## src/rtl/rc4_stream_ctrl.sv

```systemverilog
// rtl/rc4_stream_ctrl.sv - RC4 stream cipher controller: key load sequencing and byte encryption
//
// Purpose: loads a 1..16 byte key from an internal 16x8 key buffer into an
// external RC4 keystream generator, waits out its key schedule, then XORs
// each accepted input byte with one keystream byte.
//
// Ports:
//   clk, reset_n                     clock, synchronous active-low reset
//   key_wr, key_addr, key_wdata      key buffer write port (works in every state)
//   start, key_len                   one-cycle load request, key length 1..16
//   busy, keyed, err                 load in progress, keystream ready, sticky bad-length flag
//   din, din_valid, din_ready        plaintext byte input handshake
//   dout, dout_valid, dout_ready     ciphertext byte output handshake
//   rc4_reset_n, rc4_keydata,
//   rc4_enable                       generator control
//   rc4_streamvalue, rc4_ready       generator keystream byte and ready flag
//
// Build option: RC4_STREAM_CTRL_PREFETCH_EN keeps one keystream byte buffered
// so an accepted byte is answered on the next edge.
module rc4_stream_ctrl (
  input  logic       clk,
  input  logic       reset_n,
  input  logic       key_wr,
  input  logic [3:0] key_addr,
  input  logic [7:0] key_wdata,
  input  logic       start,
  input  logic [4:0] key_len,
  output logic       busy,
  output logic       keyed,
  output logic       err,
  input  logic [7:0] din,
  input  logic       din_valid,
  output logic       din_ready,
  output logic [7:0] dout,
  output logic       dout_valid,
  input  logic       dout_ready,
  output logic       rc4_reset_n,
  output logic [7:0] rc4_keydata,
  output logic       rc4_enable,
  input  logic [7:0] rc4_streamvalue,
  input  logic       rc4_ready
);

  typedef enum logic [3:0] {
    IDLE, RST, SEND_LEN, SEND_KEY, KSA_WAIT, READY, REQ, WAIT_KS, OUT
  } state_t;

  localparam logic [9:0] KSA_LAST = 10'd771;  // 772 cycles in KSA_WAIT

  state_t     state_q, state_d;
  logic [7:0] key_mem [16];
  logic [4:0] key_len_q;
  logic [3:0] idx_q;
  logic [9:0] ksa_cnt_q;
  logic [7:0] din_q;
  logic [7:0] dout_q;
  logic       dout_valid_q;
  logic       err_q;
  logic       rdy_q;
`ifdef RC4_STREAM_CTRL_PREFETCH_EN
  logic [7:0] ks_q;
  logic       ks_full_q;
`endif

  logic len_ok, start_win, load_req, key_last, din_acc, ks_rise;

  assign len_ok    = (key_len != 5'd0) && (key_len <= 5'd16);
  assign start_win = start && ((state_q == IDLE) || (state_q == READY));
  assign load_req  = start_win && len_ok;
  assign key_last  = ({1'b0, idx_q} == (key_len_q - 5'd1));
  assign din_acc   = din_valid && din_ready;
  // The generator signals a fresh byte by a low-to-high transition of rc4_ready.
  assign ks_rise   = rc4_ready && !rdy_q;

  // Key buffer is deliberately outside reset so keys survive a reset.
  always_ff @(posedge clk) begin
    if (key_wr) key_mem[key_addr] <= key_wdata;
  end

  // State register
  always_ff @(posedge clk) begin
    if (!reset_n) state_q <= IDLE;
    else          state_q <= state_d;
  end

  // Next-state logic
  always_comb begin
    state_d = state_q;
    case (state_q)
      IDLE:     if (load_req) state_d = RST;
      RST:      state_d = SEND_LEN;
      SEND_LEN: state_d = SEND_KEY;
      SEND_KEY: if (key_last) state_d = KSA_WAIT;
      KSA_WAIT: if (ksa_cnt_q == KSA_LAST) state_d = READY;
      READY: begin
        if (load_req)       state_d = RST;
`ifdef RC4_STREAM_CTRL_PREFETCH_EN
        else if (!ks_full_q) state_d = REQ;
        else if (din_acc)    state_d = WAIT_KS;
`else
        else if (din_acc)   state_d = REQ;
`endif
      end
      REQ:      state_d = WAIT_KS;
      WAIT_KS: begin
`ifdef RC4_STREAM_CTRL_PREFETCH_EN
        // A full buffer here means a byte was just accepted: answer it now.
        if (ks_full_q)    state_d = OUT;
        else if (ks_rise) state_d = READY;
`else
        if (ks_rise) state_d = OUT;
`endif
      end
      OUT:      if (dout_ready) state_d = READY;
      default:  state_d = IDLE;
    endcase
  end

  // Output logic
  always_comb begin
    busy        = 1'b0;
    keyed       = 1'b0;
    din_ready   = 1'b0;
    rc4_enable  = 1'b0;
    rc4_keydata = 8'h00;
    case (state_q)
      RST:      busy = 1'b1;
      SEND_LEN: begin
        busy        = 1'b1;
        rc4_enable  = 1'b1;
        rc4_keydata = {3'b000, key_len_q};
      end
      SEND_KEY: begin
        busy        = 1'b1;
        rc4_enable  = 1'b1;
        rc4_keydata = key_mem[idx_q];
      end
      KSA_WAIT: busy = 1'b1;
      READY: begin
        keyed = 1'b1;
        // A reload in the same cycle wins; refuse the byte rather than drop it.
`ifdef RC4_STREAM_CTRL_PREFETCH_EN
        din_ready = ks_full_q && !load_req;
`else
        din_ready = !load_req;
`endif
      end
      REQ: begin
        keyed      = 1'b1;
        rc4_enable = 1'b1;
      end
      WAIT_KS:  keyed = 1'b1;
      OUT:      keyed = 1'b1;
      default:  ;
    endcase
  end

  // Datapath and counters
  always_ff @(posedge clk) begin
    if (!reset_n) begin
      key_len_q    <= 5'd0;
      idx_q        <= 4'd0;
      ksa_cnt_q    <= 10'd0;
      din_q        <= 8'h00;
      dout_q       <= 8'h00;
      dout_valid_q <= 1'b0;
      err_q        <= 1'b0;
      rdy_q        <= 1'b0;
`ifdef RC4_STREAM_CTRL_PREFETCH_EN
      ks_q         <= 8'h00;
      ks_full_q    <= 1'b0;
`endif
    end else begin
      rdy_q <= rc4_ready;
      if (start_win && !len_ok) err_q <= 1'b1;
      if (load_req) begin
        key_len_q <= key_len;
        idx_q     <= 4'd0;
        ksa_cnt_q <= 10'd0;
`ifdef RC4_STREAM_CTRL_PREFETCH_EN
        ks_full_q <= 1'b0;
`endif
      end
      if (state_q == SEND_KEY) idx_q <= idx_q + 4'd1;
      if (state_q == KSA_WAIT) ksa_cnt_q <= ksa_cnt_q + 10'd1;
      if (din_acc) din_q <= din;
`ifdef RC4_STREAM_CTRL_PREFETCH_EN
      if (state_q == WAIT_KS) begin
        if (ks_full_q) begin
          dout_q       <= din_q ^ ks_q;
          dout_valid_q <= 1'b1;
          ks_full_q    <= 1'b0;
        end else if (ks_rise) begin
          ks_q      <= rc4_streamvalue;
          ks_full_q <= 1'b1;
        end
      end
`else
      if ((state_q == WAIT_KS) && ks_rise) begin
        dout_q       <= din_q ^ rc4_streamvalue;
        dout_valid_q <= 1'b1;
      end
`endif
      if ((state_q == OUT) && dout_ready) dout_valid_q <= 1'b0;
    end
  end

  assign rc4_reset_n = reset_n && (state_q != RST);
  assign err         = err_q;
  assign dout        = dout_q;
  assign dout_valid  = dout_valid_q;

endmodule

```

## config.mk

```make
export PLATFORM = sky130hd
export DESIGN_NAME = rc4_stream_ctrl
export DESIGN_NICKNAME = d
export VERILOG_FILES = /design/src/rtl/rc4_stream_ctrl.sv
export SDC_FILE = /design/constraint.sdc
export NUM_CORES = 1
export LEC_CHECK = 0
export CORE_ASPECT_RATIO = 0.8
export CORE_UTILIZATION = 60
export CTS_CLUSTER_SIZE = 20
export DETAILED_ROUTE_END_ITERATION = 8
export PLACE_DENSITY = 0.9
export REMOVE_ABC_BUFFERS = 1
export SYNTH_ARGS = -nofsm -noshare
export SYNTH_HDL_FRONTEND = slang
export SYNTH_SLANG_ARGS = --single-unit
```

## constraint.sdc

```tcl
create_clock -name clk -period 5 [get_ports clk]
set_input_delay 1 -clock clk [delete_from_list [all_inputs] [get_ports clk]]
set_output_delay 1 -clock clk [all_outputs]
set_load 0.1 [all_outputs]
```

Yosys cells after proc, flatten, opt, wreduce, memory -nomap -nowiden --
Memories as Yosys holds them, arrays and structs flattened. A register that Yosys moved wholly into a read port is not among the register bits. Index checks and enable logic that the tools add are counted.
Cells by class: add/sub/neg operators 3, multiply operators 0, div/mod/pow operators 0, order comparisons 1, eq/ne operators 17, shift operators 0, multiplexer cells 21, bitwise logic cells 2, reduce and logical (&&, ||, !) cells 22
Operators by type and width (count):
- $mux 4 | 11
- $pmux 4 s9 | 1
- $mux 10 | 2
- $eq 4x3->1 const B | 4
- $pmux 8 s2 | 1
- $add 10x1->10 const B | 1
- $eq 10x10->1 const B | 1
- $ne 2x2->1 const B | 5
- $logic_and 1x1->1 | 9
- $eq 4x2->1 const B | 2
- $reduce_or 4->1 | 2
- $xor 8x8->8 | 1
- $mux 1 | 6
- $reduce_and 6->1 | 1
- $eq 4x5->1 | 1
- $le 5x5->1 const B | 1
- $reduce_bool 5->1 | 1
- $sub 5x1->5 const B | 1
- $add 4x1->4 const B | 1
- $eq 4x1->1 const B | 1
- $eq 4x4->1 const B | 1
- $logic_not 4->1 | 1
- $ne 4x1->1 const B | 1
- $reduce_bool 2->1 | 2
- 6 further kinds | 8
Word-level totals: flip-flop bits (word level) 42, latch bits 0, memory bits (writable) 128, memory bits (read-only) 0, input port bits 40, output and inout port bits 23, word-level logic and storage cells 76, memories kept 1
Memories:
- key_mem | depth 16, width 8, read ports 1, clocked after Yosys merged registers in 1, write ports 1, RTL line 51 | logic [7:0] key_mem [16];

Longest topological paths before layout --
Gate-level depths: netlist (run 1).
word-level depth 10, mapped depth 7, mapped depth without buffers 7

Worst setup path after synthesis (run 1) --
OpenSTA, ideal clock, no wires.
kind input-to-output, from input key_len[0], to output din_ready, data arrival time 3.939 ns, path slack 0.061 ns, stages on the path 4, cells stage by stage nor4_2 -> xor2_1 -> nor2_1 -> nor3_1
Between the ends: longest elaborated chain between the ends 5, elaborated cells between the ends (all ways) 6, classes of those cells order compare: 1; mux: 1; reduce/logical: 4
Ends and longest elaborated chain:
- start, declared | RTL line 27 | input logic [4:0] key_len,
- $le 5x5->1 / $reduce_bool 5->1 (equally long branches) | RTL line 67 | assign len_ok = (key_len != 5'd0) && (key_len <= 5'd16);
- $logic_and 1x1->1 (*) | RTL line 67
- $logic_and 1x1->1 (*) | RTL line 69 | assign load_req = start_win && len_ok;
- $logic_not 1->1 (*) | RTL line 145 | din_ready = !load_req;
- $mux 1 (*) | RTL line 126 | case (state_q)
- end, declared | RTL line 33 | output logic din_ready,
Every way passes the cells marked *; elsewhere a longest branch is shown, timed or not.

==> results.cfg, run 1 <==
[timing]
tightest_slew_ps = 1130
period_minus_slack_ps = 4280
skew_ps = 8.53
hold_viol = 0
setup_viol = 0
timing.final.crit_share = 0.857
tns_ps = 0
finalMaxSlewViolations = 0
setup_ws_ps = 717
max_slew_margin = 0.245
max_freq_ghz = 0.233
rsz0062_at_grt = false

[global_route]
grt_use_met1 = 0.373
grt_pass1_vias = 4502
busiest_layer = met2
antenna_found_initial = 0
grt_overflow = 0
grt_pass1_wl_um = 25600
grtUsageMet3 = 0.0720
met2_usage = 0.462
grt_usage = 0.284
grt_max_degree = 32

[clock_tree]
clock_sinks = 174
ctsResizeCount = 0
clk_pin_slew_worst_paths_ps = 70
cts_htree_levels = 4
clock_path_buffers = 2
ctsHoldBuffers = 0
cts_buffers = 17
cts_tree = done
cts_setup_buffers = 0
clkLatencyLatePin_ps = 430
cts_root_buffer = clkbuf_16

[yosys]
synth_edf_count = 128
ys_top_cells_by_area = edfxtp_1, dfxtp_1, mux4_2
ys_seq_area_frac = 0.660
avgSynthCellArea_sq_um = 15.0
synthCells = 481
ys_ff_latch = 174
syn_area_sq_um = 7220
yosysTopAreaCell = edfxtp_1
synthArstFlopShare = 0
synth.distinct_cells = 56
synthFlopType = edfxtp_1
synth_top_area_share = 0.533
yosysWarnings = 0

[routing]
drt_iter0_drc = 475
antenna_left = 0
first_pass_iters = 5
drcViolationCount = 0
routedWlPerCell_um = 23.3
routed_wl_um = 16400
route.vias.total = 4466
viasPerCell = 6.33

[cells_and_area]
final_common_cell = edfxtp_1
area_delta_synth_final_pct = 18.1
diodes = 0
fin_nets = 587
drive_gt1_frac = 0.167
fin_cells = 705
final_cell_mix = edfxtp_1, nor2_1, clkdlybuf4s50_1

[floorplan]
die_w_um = 125
initial_utilization = 0.622
rows = 35
coreArea_sq_um = 11600
die-area_sq_um = 12500
ios = 63
die_y_um = 100

[worst_hold_path]
hold_class = flop to flop
min_to = err$_SDFFE_PN0P_
min_delay_path_depth = 2
worstHoldStart = err$_SDFFE_PN0P_

[place]
pre_cts_slack_ps = 1090
hpwl_um = 10600
gp_congestion = 0.819
placedCellCount = 673
port_buffers = 62

[worst_setup_path]
r2r_slack_ps = 2680
end_kind = primary output
crit_type = flop to primary output
critPathMaxFanout = 16
cp.arrival_ps = 3280
cp_data_required_time_ps = 4000
r2r_start = state_q[0]$_SDFFE_PN0P_
reg2reg_depth = 4
cp-start-kind = flop
r2r_end = dout_valid$_SDFFE_PP0P_

[power]
power_density_nw_per_um2 = 441
irDropWorstVdd_v = 0.000331
totalPowerFinal_mw = 3.75
p_leak_nw = 2.80

[flow_run]
maxCapViolCount = 0

[outcome]
status = completed
cell usage after synthesis, drive strengths merged (2+ instances only):
| cell | n |
|---|---|
| edfxtp | 128 |
| nor2 | 56 |
| dfxtp | 46 |
| mux4 | 35 |
| nand2 | 24 |
| xnor2 | 16 |
| a21oi | 15 |
| clkbuf | 14 |
| o21ai | 11 |
| mux2i | 10 |
| a211oi | 9 |
| buf | 9 |
| nand3 | 8 |
| nor3 | 8 |
| a22o | 7 |
| and2 | 6 |
| inv | 6 |
| xor2 | 6 |
| and3 | 5 |
| nand2b | 5 |
| nand3b | 5 |
| o22ai | 5 |
| a221oi | 4 |
| ha | 3 |
| nand4 | 3 |
| nor2b | 3 |
| nor4 | 3 |
| o221a | 3 |
| o31ai | 3 |
| a311oi | 2 |
| a31oi | 2 |
| nor3b | 2 |
| o21a | 2 |
| o31a | 2 |
| or3 | 2 |
| or3b | 2 |
| or4b | 2 |
layer usage:
| layer | vias up | routed length [um] |
|---|---|---|
| met4 | 0 | 349 |
| li1 | 1995 | - |
| met1 | 2194 | 6290 |
| met3 | 25 | 1480 |
| met5 | - | 0 |
| met2 | 252 | 8290 |
worst max-delay path, stage by stage, from the launching register on:
cell and delay, ps:
dfxtp_2 680, mux4_2 580, mux4_2 450, and2_1 170, clkdlybuf4s50_1 960
final cells by class:
cell class | instances | area, sq um
well taps | 148 | 185
inverters | 7 | 26.3
clock inverters | 14 | 143
clock buffers | 18 | 439
fillers | 670 | 3090
repair buffers | 67 | 641
flip-flops and latches | 174 | 4770
multi-input cells | 277 | 2320
cell families (layout without fill, tap and decap cells):
kind of cell / count (synthesis) / after routing / synth area share
multiplexers: 46 / 46 / 0.125
flip-flops: 174 / 174 / 0.660
AND/OR/NAND/NOR: 136 / 136 / 0.0952
XOR/XNOR: 22 / 22 / 0.0267
AO/OA/AOI/OAI: 70 / 70 / 0.0688
adder cells (fa/ha/maj): 3 / 3 / 0.00520
buffers and inverters: 30 / 106 / 0.0191
power by group:
group / leakage, nW / internal, mW / switching [mW]
combinational: 0.986 / 0.270 / 0.516
sequential: 1.53 / 1.60 / 0.0793
clock: 0.289 / 0.679 / 0.609
total: 2.80 / 2.55 / 1.20
worst max path at each step:
stage,to,slack (ps)
after floorplan,din_ready,60
after global placement,din_ready,1140
after detailed placement,din_ready,1090
after CTS,rc4_keydata[5],660
after global routing,rc4_keydata[5],540
final,rc4_keydata[7],720
metrics by stage:
stage               utilization  area, sq um  hold WS, ps
floorplan                     -         7100          449
global route              0.734         8520          533
CTS                       0.734         8520          492
global placement          0.684         7940          469
detailed placement        0.684         7940          476
finish                    0.734         8520          495
registers in the layout, summed over array words and instances, names as in the netlist, named ones only:
name        count
state_q         4
din_q           8
dout_valid      1
idx_q           4
dout            8
ksa_cnt_q      10
rdy_q           1
key_mem       128
err             1
key_len_q       5
Power figures use the tool's default switching activity.
==> run 2, diff against run 1 <==
--- a/config.mk
+++ b/config.mk
@@ -5,11 +5,13 @@
 export SDC_FILE = /design/constraint.sdc
 export NUM_CORES = 1
 export LEC_CHECK = 0
+export CELL_PAD_IN_SITES_DETAIL_PLACEMENT = 1
+export CELL_PAD_IN_SITES_GLOBAL_PLACEMENT = 1
 export CORE_ASPECT_RATIO = 0.8
-export CORE_UTILIZATION = 60
+export CORE_UTILIZATION = 52
 export CTS_CLUSTER_SIZE = 20
 export DETAILED_ROUTE_END_ITERATION = 8
-export PLACE_DENSITY = 0.9
+export PLACE_DENSITY = 0.84
 export REMOVE_ABC_BUFFERS = 1
 export SYNTH_ARGS = -nofsm -noshare
 export SYNTH_HDL_FRONTEND = slang
==> run 2 against run 1 <==
- first-iteration DRC count grew 4.6%
- flip-flop and latch count is the same
- combinational power rose by 5.0%
==> results.cfg, run 2 (synthesis results as in run 1) <==
[outcome]
status = completed

[routing]
routedWlPerCell_um = 25.3
route.vias.total = 4541
drcViolationCount = 0
drt_iter0_drc = 497
antenna_left = 0
routed_wl_um = 18700
first_pass_iters = 5
viasPerCell = 6.15

[clock_tree]
cts_setup_buffers = 0
clk_pin_slew_worst_paths_ps = 60
clock_sinks = 174
clock_path_buffers = 2
cts_buffers = 17
cts_root_buffer = clkbuf_16
ctsResizeCount = 0
cts_tree = done
clkLatencyLatePin_ps = 430
cts_htree_levels = 4
ctsHoldBuffers = 0

[power]
totalPowerFinal_mw = 3.78
p_leak_nw = 2.80
irDropWorstVdd_v = 0.000288
power_density_nw_per_um2 = 440

[global_route]
antenna_found_initial = 0
grt_overflow = 0
grt_max_degree = 32
grt_pass1_wl_um = 28600
grt_usage = 0.283
grt_pass1_vias = 4782

[worst_setup_path]
end_kind = primary output
cp.arrival_ps = 3510
crit_type = flop to primary output
critPathMaxFanout = 16
r2r_end = state_q[0]$_SDFFE_PN0P_
cp_data_required_time_ps = 4000
r2r_slack_ps = 2610
cp-start-kind = flop
reg2reg_depth = 5
r2r_start = state_q[2]$_SDFFE_PN0P_

[timing]
timing.final.crit_share = 0.901
hold_slack_ps = 476
finalMaxSlewViolations = 0
period_minus_slack_ps = 4510
hold_viol = 0
tightest_slew_ps = 1200
rsz0062_at_grt = false
skew_ps = 5.34
tns_ps = 0
setup_ws_ps = 494
max_slew_margin = 0.200
setup_viol = 0
max_freq_ghz = 0.222

[floorplan]
initial_utilization = 0.533
die-area_sq_um = 14400
coreArea_sq_um = 13600
die_w_um = 134
die_y_um = 107
ios = 63
rows = 38

[cells_and_area]
diodes = 0
final_cell_mix = edfxtp_1, clkdlybuf4s50_1, nor2_1
regMostFlops = key_mem
fin_nets = 588
nFillCells = 1261
utilization = 0.633
final_common_cell = edfxtp_1
largestRegisters = key_mem: 128 flops, ksa_cnt_q: 10 flops
fin_cells = 738
largest_register_ffs = 128
regArea_sq_um = 4770
multi_input_area_sq_um = 2330
fin_area_sq_um = 8580
drive_gt1_frac = 0.158
area_delta_synth_final_pct = 19.0

[place]
port_buffers = 62
pre_cts_slack_ps = 977
placed_area_sq_um = 8010
placedCellCount = 706
gp_congestion = 0.875
hpwl_um = 13000

[worst_hold_path]
worstHoldStart = err$_SDFFE_PN0P_
hold_class = flop to flop
min_to = err$_SDFFE_PN0P_
min_delay_path_depth = 2

[flow_run]
maxCapViolCount = 0
run 2: changes by cell type in the layout (fill, tap and decap cells not counted), moves of 2 or more:
cell             delta
clkinv_4            -2
clkinv_2            +2
nor3_2              +2
inv_8               -3
clkdlybuf4s50_1     +2
nor3_1              -2
clkinv_8            -2
clkbuf_8            +3
clkbuf_1            +5
clkbuf_16           +2
buf_4               -2
inv_6               -5
run 2: worst max-delay path, stage by stage, from the launching register on:
cell and delay (ps):
dfxtp_1 670, clkinv_1 400, nor2_2 460, o21ai_0 200
o31ai_1 140, clkdlybuf4s50_1 1210
run 2: how the worst max path moves through the flow:
stage                            startpoint             end  cells past startpoint
floorplan                        key_len[0]       din_ready                      4
global placement    state_q[0]$_SDFFE_PN0P_  rc4_keydata[1]                      5
detailed placement  state_q[0]$_SDFFE_PN0P_  rc4_keydata[0]                      5
CTS                 state_q[0]$_SDFFE_PN0P_  rc4_keydata[0]                      5
global route        state_q[0]$_SDFFE_PN0P_  rc4_keydata[1]                      5
finish              state_q[0]$_SDFFE_PN0P_  rc4_keydata[0]                      5
run 2: power by group:
part / switching (mW) / total (mW) / internal, mW / leakage [nW]
clock: 0.523 / 1.27 / 0.747 / 0.283
sequential: 0.0806 / 1.68 / 1.60 / 1.53
combinational: 0.547 / 0.825 / 0.278 / 0.992
run 2: area by class of cell:
class                           count  share of cell area
Clock buffer                       28              0.0640
Timing Repair Buffer               68              0.0776
Sequential cell                   174               0.555
Multi-Input combinational cell    277               0.271
Inverter                            7             0.00306
Tap cell                          180              0.0262
Clock inverter                      4             0.00262
run 2: metal layers:
metal / vias to the layer above / routed length, um / global-route usage
li1: 1989 / - / -
met1: 2373 / 7920 / 0.365
met2: 148 / 9580 / 0.479
met3: 31 / 732 / 0.0523
met4: 0 / 452 / 0.107
met5: - / 0 / 0
==> run 3, diff against run 2 <==
--- a/config.mk
+++ b/config.mk
@@ -12,6 +12,7 @@
 export CTS_CLUSTER_SIZE = 20
 export DETAILED_ROUTE_END_ITERATION = 8
 export PLACE_DENSITY = 0.84
+export RECOVER_POWER = 100
 export REMOVE_ABC_BUFFERS = 1
 export SYNTH_ARGS = -nofsm -noshare
 export SYNTH_HDL_FRONTEND = slang
==> run 3 against run 2 <==
- the run now ends with max-capacitance violations, max-slew violations left
- die area stayed put
- worst hold slack better by 0.92 ps
- worst setup slack worse by 98 ps
- critical endpoint is now rc4_keydata[6]
- utilization is 0.32 points lower
- routed wire length is 0.27% higher
- highest routed layer unchanged
- critical path type unchanged
- clock skew hardly changed
- register-to-register slack worse by 100 ps
==> results.cfg, run 3 (synthesis results as in run 1) <==
[clock_tree]
cts_root_buffer = clkbuf_16
cts_buffers = 17
cts_htree_levels = 4
clock_path_buffers = 2
ctsResizeCount = 0
clkLatencyLatePin_ps = 430
ctsHoldBuffers = 0
clock_sinks = 174
cts_setup_buffers = 0
cts_tree = done
clk_pin_slew_worst_paths_ps = 60

[timing]
tns_ps = 0
skew_ps = 5.33
max_freq_ghz = 0.217
rsz0062_at_grt = false
hold_viol = 0
hold_slack_ps = 477
tightest_slew_ps = 2000
setup_ws_ps = 396
max_slew_margin = -0.345
timing.final.crit_share = 0.921
setup_viol = 0
period_minus_slack_ps = 4600
finalMaxSlewViolations = 27

[worst_setup_path]
critPathSlowestCell = dlygate4sd3_1
end_kind = primary output
cp-start-kind = flop
path_delay_family = buffers and inverters
cp_common_cell = mux4_2
crit_buf_inv = 2
r2r_end = din_q[6]$_SDFFE_PN0P_
critPathMaxStageDelay_ps = 920
cp_data_required_time_ps = 4000
reg2reg_depth = 5
r2r_slack_ps = 2510
critPathMaxFanout = 25
crit_chain = buf_12, mux4_2, mux4_2, and2_1, dlygate4sd3_1
cp.arrival_ps = 3600
r2r_start = state_q[2]$_SDFFE_PN0P_
crit_type = flop to primary output

[floorplan]
coreArea_sq_um = 13600
ios = 63
initial_utilization = 0.533
die_y_um = 107
die_w_um = 134
rows = 38
die-area_sq_um = 14400

[cells_and_area]
utilization = 0.630
regArea_sq_um = 4760
drive_gt1_frac = 0.140
area_delta_synth_final_pct = 18.3
final_common_cell = edfxtp_1
final_cell_mix = edfxtp_1, nor2_1, dfxtp_1
multi_input_area_sq_um = 2300
fin_nets = 588
largest_register_ffs = 128
largestRegisters = key_mem: 128 flops, ksa_cnt_q: 10 flops
regMostFlops = key_mem
nFillCells = 1266
diodes = 0

[place]
hpwl_um = 13000
port_buffers = 62
gp_congestion = 0.875
pre_cts_slack_ps = 977

[outcome]
violations = max-capacitance violations, max-slew violations
status = finished with violations

[power]
switching_share = 0.306
power.switching_mw = 1.15
power_density_nw_per_um2 = 440
power.share.clock = 0.338
irDropWorstVdd_v = 0.000288
p_comb_frac = 0.215
totalPowerFinal_mw = 3.76
p_leak_nw = 2.84
p_int_mw = 2.61
seqPwrFrac = 0.447

[routing]
route.vias.total = 4579
routed_wl_um = 18700
viasPerCell = 6.20
antenna_left = 0
drcViolationCount = 0
routedWlPerCell_um = 25.4
drt_iter0_drc = 461
first_pass_iters = 5

[worst_hold_path]
min_to = err$_SDFFE_PN0P_
worstHoldStart = err$_SDFFE_PN0P_
hold_class = flop to flop
min_delay_path_depth = 2

[global_route]
grt_max_degree = 32
grt_overflow = 0
antenna_found_initial = 0
grt_pass1_vias = 4782
grt_pass1_wl_um = 28600
grt_usage = 0.283

[flow_run]
maxCapViolCount = 3
-- run 3: worst max path at each step --
stage                                       start              to  slack [ps]  cells past startpoint
final                                        flop  rc4_keydata[6]         400                      5
after global routing                         flop  rc4_keydata[7]         240                      5
after global placement    state_q[0]$_SDFFE_PN0P_  rc4_keydata[1]        1060                      5
after floorplan                        key_len[0]       din_ready          60                      4
after detailed placement  state_q[0]$_SDFFE_PN0P_  rc4_keydata[0]         980                      5
after CTS                 state_q[0]$_SDFFE_PN0P_  rc4_keydata[0]         520                      5
-- run 3: worst reg2reg max path, cell delays in order (launching register included) --
cell and delay [ps]:
dfxtp_1 680, xnor2_1 210, nand3_1 130, o211ai_1 960, mux2i_1 290, nor2_1 70
-- run 3: power by group through the flow --
stage | Sequential, mW | Combinational (mW) | Clock (mW)
2_1_floorplan | 1.73 | 0.540 | 0
3_3_place_gp | 1.70 | 0.781 | 0
3_5_place_dp | 1.71 | 0.809 | 0
4_1_cts | 1.68 | 0.820 | 1.28
5_1_grt | 1.69 | 0.853 | 1.33
6_report | 1.68 | 0.807 | 1.27
-- run 3: area by class of cell --
| class | count | area share |
|---|---|---|
| Sequential cell | 174 | 0.558 |
| Clock buffer | 28 | 0.0643 |
| Timing Repair Buffer | 68 | 0.0760 |
| Clock inverter | 4 | 0.00264 |
| Inverter | 7 | 0.00308 |
| Multi-Input combinational cell | 277 | 0.270 |
| Tap cell | 180 | 0.0264 |
-- run 3: through the flow --
stage,instance area (sq um),cells
CTS,8580,738
detailed placement,8010,706
floorplan,7100,458
finish,8540,738
global route,8540,738
global placement,8010,706
-- run 3: layer usage --
layer  global-route usage  up-vias  wire length, um
met4                0.107        0              446
met5                    0        -                0
met3               0.0523       32              790
met1                0.365     2404             7910
met2                0.479      149             9600
li1                     -     1994                -
